$ cat config.mk
export PLATFORM = sky130hd
export DESIGN_NAME = serial_adder_ctrl_flat
export DESIGN_NICKNAME = d
export VERILOG_FILES = /design/src/rtl/serial_adder_ctrl_if.sv /design/src/rtl/serial_adder_ctrl.sv /design/src/flat_wrapper.sv
export SDC_FILE = /design/constraint.sdc
export NUM_CORES = 1
export LEC_CHECK = 0
export ABC_AREA = 1
export CAP_MARGIN = 5
export CORE_MARGIN = 10
export CORE_UTILIZATION = 56
export CTS_CLUSTER_DIAMETER = 80
export DETAILED_ROUTE_END_ITERATION = 8
export PLACE_DENSITY = 0.84
export SLEW_MARGIN = 30
export SYNTH_ARGS = -nofsm -noshare
export SYNTH_HDL_FRONTEND = slang
export SYNTH_HIERARCHICAL = 1
export SYNTH_SLANG_ARGS = --single-unit
$ cat constraint.sdc
create_clock -name clk -period 2.9 [get_ports clk]
set_input_delay 0.725 -clock clk [delete_from_list [all_inputs] [get_ports clk]]
set_output_delay 0.725 -clock clk [all_outputs]
set_load 0.1 [all_outputs]
$ cat src/rtl/serial_adder_ctrl_if.sv
// Start/done handshake bundle for the bit-serial adder: operands in, result and status out.
interface serial_adder_ctrl_if #(
  parameter int WIDTH = 8
);
  logic             start;
  logic [WIDTH-1:0] a;
  logic [WIDTH-1:0] b;
  logic             c_in;
  logic             busy;
  logic             done;
  logic [WIDTH-1:0] sum;
  logic             c_out;
  logic             ovf;

  modport master (
    output start, a, b, c_in,
    input  busy, done, sum, c_out, ovf
  );

  modport slave (
    input  start, a, b, c_in,
    output busy, done, sum, c_out, ovf
  );
endinterface

$ cat src/rtl/serial_adder_ctrl.sv
// Bit-serial adder: one full-adder slice, LSB first, WIDTH RUN cycles then a one-cycle DONE.
// Result ports update only on DONE entry; start is ignored while RUN.
module serial_fa_slice (
  input  logic a_i,
  input  logic b_i,
  input  logic c_i,
  output logic s_o,
  output logic c_o
);
  assign s_o = a_i ^ b_i ^ c_i;
  assign c_o = (a_i & b_i) | (c_i & (a_i ^ b_i));
endmodule

module serial_adder_ctrl #(
  parameter int WIDTH = 8
) (
  input  logic                clk,
  input  logic                rst,
  serial_adder_ctrl_if.slave  bus
);
  localparam int CW = $clog2(WIDTH) + 1;
  localparam logic [CW-1:0] LAST = CW'(WIDTH - 1);

  typedef enum logic [1:0] {IDLE, RUN, DONE} state_e;

  state_e           state_q, state_d;
  logic [WIDTH-1:0] sa_q, sa_d;
  logic [WIDTH-1:0] sb_q, sb_d;
  logic [WIDTH-1:0] sr_q, sr_d;
  logic             cy_q, cy_d;
  logic [CW-1:0]    cnt_q, cnt_d;
  logic [WIDTH-1:0] sum_q, sum_d;
  logic             cout_q, cout_d;
  logic             ovf_q, ovf_d;

  logic             fa_s, fa_c;
  logic [WIDTH-1:0] sr_shift;

  serial_fa_slice u_fa (
    .a_i (sa_q[0]),
    .b_i (sb_q[0]),
    .c_i (cy_q),
    .s_o (fa_s),
    .c_o (fa_c)
  );

  // Sum bits enter at the MSB so that after WIDTH shifts bit 0 sits at the LSB.
  always_comb begin
    sr_shift            = sr_q >> 1;
    sr_shift[WIDTH-1]   = fa_s;
  end

  always_comb begin
    state_d = state_q;
    sa_d    = sa_q;
    sb_d    = sb_q;
    sr_d    = sr_q;
    cy_d    = cy_q;
    cnt_d   = cnt_q;
    sum_d   = sum_q;
    cout_d  = cout_q;
    ovf_d   = ovf_q;
    case (state_q)
      IDLE, DONE: begin
        if (bus.start) begin
          sa_d    = bus.a;
          sb_d    = bus.b;
          cy_d    = bus.c_in;
          sr_d    = '0;
          cnt_d   = '0;
          state_d = RUN;
        end else begin
          state_d = IDLE;
        end
      end
      RUN: begin
        sa_d  = sa_q >> 1;
        sb_d  = sb_q >> 1;
        sr_d  = sr_shift;
        cy_d  = fa_c;
        cnt_d = cnt_q + CW'(1);
        if (cnt_q == LAST) begin
          // cy_q is the carry into the MSB on this last bit.
          sum_d   = sr_shift;
          cout_d  = fa_c;
          ovf_d   = cy_q ^ fa_c;
          state_d = DONE;
        end
      end
      default: state_d = IDLE;
    endcase
  end

  always_ff @(posedge clk) begin
    if (rst) begin
      state_q <= IDLE;
      sa_q    <= '0;
      sb_q    <= '0;
      sr_q    <= '0;
      cy_q    <= 1'b0;
      cnt_q   <= '0;
      sum_q   <= '0;
      cout_q  <= 1'b0;
      ovf_q   <= 1'b0;
    end else begin
      state_q <= state_d;
      sa_q    <= sa_d;
      sb_q    <= sb_d;
      sr_q    <= sr_d;
      cy_q    <= cy_d;
      cnt_q   <= cnt_d;
      sum_q   <= sum_d;
      cout_q  <= cout_d;
      ovf_q   <= ovf_d;
    end
  end

  assign bus.busy  = (state_q == RUN);
  assign bus.done  = (state_q == DONE);
  assign bus.sum   = sum_q;
  assign bus.c_out = cout_q;
  assign bus.ovf   = ovf_q;
endmodule
$ cat src/flat_wrapper.sv
// flat-port wrapper written by rule: the top's interface ports become plain ports
module serial_adder_ctrl_flat 
#(
  parameter int WIDTH = 8
)
  (clk, rst, bus_start, bus_a, bus_b, bus_c_in, bus_busy, bus_done, bus_sum, bus_c_out, bus_ovf);
  serial_adder_ctrl_if #(.WIDTH(WIDTH)) bus_i ();
  input  logic clk;
  input  logic rst;
  input wire logic [$bits(bus_i.start)-1:0] bus_start;
  input wire logic [$bits(bus_i.a)-1:0] bus_a;
  input wire logic [$bits(bus_i.b)-1:0] bus_b;
  input wire logic [$bits(bus_i.c_in)-1:0] bus_c_in;
  output wire logic [$bits(bus_i.busy)-1:0] bus_busy;
  output wire logic [$bits(bus_i.done)-1:0] bus_done;
  output wire logic [$bits(bus_i.sum)-1:0] bus_sum;
  output wire logic [$bits(bus_i.c_out)-1:0] bus_c_out;
  output wire logic [$bits(bus_i.ovf)-1:0] bus_ovf;
  assign bus_i.start = bus_start;
  assign bus_i.a = bus_a;
  assign bus_i.b = bus_b;
  assign bus_i.c_in = bus_c_in;
  assign bus_busy = bus_i.busy;
  assign bus_done = bus_i.done;
  assign bus_sum = bus_i.sum;
  assign bus_c_out = bus_i.c_out;
  assign bus_ovf = bus_i.ovf;
  serial_adder_ctrl #(.WIDTH(WIDTH)) u_core (.clk(clk), .rst(rst), .bus(bus_i));
endmodule
==> impl_metrics.py <==
metrics = {
    "floorplan": {
        "core_sq_um": 3080,
        "die_x_um": 77.0,
        "ios": 32,
        "die_area_sq_um": 5920,
        "start_util_pct": 59.0,
        "rows": 20,
        "die_h_um": 77.0,
    },
    "final_layout": {
        "diodes": 0,
        "drive_gt1_share_pct": 11.0,
        "final_util_pct": 69.5,
        "n_fill_cell": 255,
        "area_growth_pct": 17.8,
        "fin_nets": 294,
    },
    "timing": {
        "skew_ps": 5.02,
        "fin_crit_sh_pct": 81.7,
        "setup_violations": 0,
        "finalSetupTns_ps": 0,
        "max_freq_mhz": 422,
        "worstMarginPinSlew_ps": 550,
        "rsz0062_at_grt": "no",
        "finalHoldViolCount": 0,
        "final.min_clock_period_ps": 2370,
        "slew_headroom_pct": 63.2,
        "drv_slew": 0,
    },
    "min_path": {
        "hold_end": "u_core/bus.sum[4]$_SDFFE_PP0P_",
        "min-delay-start": "u_core/sr_q[5]$_SDFFE_PP0P_",
        "hold_class": "flip-flop to flip-flop",
        "hold_path_depth": 2,
    },
    "clock_tree": {
        "cts_resized": 0,
        "cts_buffer_depth": 2,
        "ctsHtreeMaxLevel": 2,
        "cts.clk_slew.worst_paths_ps": 110,
        "clk_latency_ps": 360,
        "cts_tree": "done",
        "cts_made_buffers": 5,
        "cts_sinks": 40,
        "cts.hold.buffers_added": 0,
        "cts-root-buf": "clkbuf_4",
        "cts_setup_buffers": 0,
    },
    "worst_setup_path": {
        "max_stage_delay_ps": 350,
        "required_ps": 2170,
        "cp_slowest_cell": "nor2_4",
        "r2r_slack_ps": 1300,
        "crit_cells": 4,
        "path_delay_family": "buffers and inverters",
        "cp.arrival_ps": 1640,
        "crit_fanout": 18,
        "end_kind": "primary output",
        "r2r_end": "u_core/bus.sum[7]$_SDFFE_PP0P_",
        "path_cells": "buf_4 > inv_4 > nor2_4 > buf_12",
        "critPathLaunchType": "flip-flop",
        "reg2regPathDepth": 7,
        "crit_buf_inv": 3,
        "r2r-start": "u_core/state_q[0]$_SDFFE_PP0P_",
        "path_class": "flip-flop to primary output",
    },
    "yosys": {
        "ys_top_cells_by_count": "nand3_1, nand2_1, dfxtp_1",
        "synth_top_area_cell": "dfxtp_1",
        "synth_nets": 269,
        "synth_edf_count": 0,
        "ys_types": 21,
        "ys_ff_latch": 40,
        "avgSynthCellArea_sq_um": 7.36,
        "ys_warn_count": 6,
        "synth-seq-area-share_pct": 44.1,
        "netlist_instances": 247,
        "ys.flop_type": "dfxtp_1",
        "synth_most_common_cell": "nand3_1",
        "mappedNetlistArea_sq_um": 1820,
        "netlist.area_leader.share_pct": 44.1,
        "async_flop_share_pct": 0,
        "synth_area_leaders": "dfxtp_1, nand3_1, nand2_1",
    },
    "global_routing": {
        "grt_usage_pct": 13.9,
        "antenna_found_initial": 0,
        "grt_max_degree": 30,
        "overflow": 0,
        "grt_pass1_vias": 1596,
        "grt_pass1_wl_um": 6930,
    },
    "power_and_ir_drop": {
        "power.leakage_uw": 0.000929,
        "ir_drop_mv": 0.370,
        "powerDensity_nw_per_um2": 481,
    },
    "run": {
        "cap_violations": 0,
    },
    "run_status": {
        "status": "finished clean",
    },
    "route": {
        "first_pass_iters": 4,
        "post-route-drc-count": 0,
        "wirelength_um": 3950,
        "ant_nets": 0,
        "detail_route.wl_per_cell_um": 12.5,
        "num_vias": 1657,
        "drtIter0Drc": 183,
        "routed_via_density": 5.23,
    },
    "place": {
        "gp_congestion": 0.779,
        "portBuffers": 31,
        "dp.final_hpwl_um": 2650,
    },
}
## how the worst max path moves through the flow
stage | startpoint | end | slack (ps)
detailed placement | bus_start | u_core/cnt_q[3]$_SDFFE_PP0P_ | 710
floorplan | u_core/state_q[1]$_SDFFE_PP0P_ | bus_done | 300
finish | u_core/state_q[0]$_SDFFE_PP0P_ | bus_busy | 530
global route | u_core/state_q[0]$_SDFFE_PP0P_ | bus_busy | 440
CTS | u_core/state_q[0]$_SDFFE_PP0P_ | bus_busy | 530
global placement | bus_start | u_core/cnt_q[3]$_SDFFE_PP0P_ | 740
## tightest hold or removal path, cell delays in order (launching register included)
cell and delay, ps:
dfxtp_1 330, nand2_1 60, nand2_1 40
## area by class of cell
| class | instances | area [sq um] | share of cell area (%) |
|---|---|---|---|
| clock buffers | 8 | 58.8 | 2.75 |
| inverters | 22 | 85.1 | 3.98 |
| multi-input cells | 168 | 817 | 38.2 |
| flip-flops and latches | 40 | 801 | 37.4 |
| well taps | 44 | 55.1 | 2.57 |
| repair buffers | 35 | 323 | 15.1 |
## logic make-up after synthesis
logic type,Yosys count,share of synthesized area (%)
buffers and inverters,39,11.0
DFF,40,44.1
adders and majority gates,2,1.79
AOI/OAI and AO/OA,30,8.26
and+or+nand+nor,136,34.9
## state kept, by name (all words and copies together), names as in the netlist
signal / cells
u_core/sr_q: 7
u_core/bus.c_out: 1
u_core/cnt_q: 4
u_core/cy_q: 1
u_core/bus.sum: 8
u_core/sb_q: 8
u_core/sa_q: 8
u_core/bus.ovf: 1
u_core/state_q: 2
## metrics by stage
| stage | std cells | total power, uW | worst slack (ps) | hold slack (ps) | instance area [sq um] |
|---|---|---|---|---|---|
| 2_1_floorplan | 247 | 703 | 303 | 439 | 1820 |
| 3_3_place_gp | 309 | 742 | 743 | 454 | 2080 |
| 3_5_place_dp | 309 | 744 | 706 | 452 | 2080 |
| 4_1_cts | 317 | 1030 | 532 | 468 | 2140 |
| 5_1_grt | 317 | 1070 | 435 | 487 | 2140 |
| 6_report | 317 | 1030 | 531 | 469 | 2140 |
## cell usage in the layout (no fill, tap or decap), drive strengths merged
master         Yosys  final
a21oi             28     28
clkdlybuf4s50      0     19
nand2             55     55
nand3             67     67
nand3b             1      1
fa                 1      1
clkbuf             3      8
dfxtp             40     40
buf               14     16
o21ai              2      2
ha                 1      1
nor2              13     13
inv               22     22
## where the power goes
group          switching, uW  total [uW]  leakage, uW  internal, uW
combinational           89.7         151     0.000571          61.1
clock                    176         295    0.0000326           120
sequential              12.6         582     0.000326           570
total                    278        1030     0.000929           750
## layer usage
metal / track usage (%) / share of wire [%] / vias to the layer above / wire length, um
li1: - / - / 859 / -
met1: 15.8 / 44 / 753 / 1750
met2: 23.1 / 48 / 37 / 1920
met3: 3.61 / 5.3 / 8 / 208
met4: 7.81 / 2.0 / 0 / 78
met5: 0 / 0 / - / 0
No activity file was read; power rests on OpenSTA's default activity.
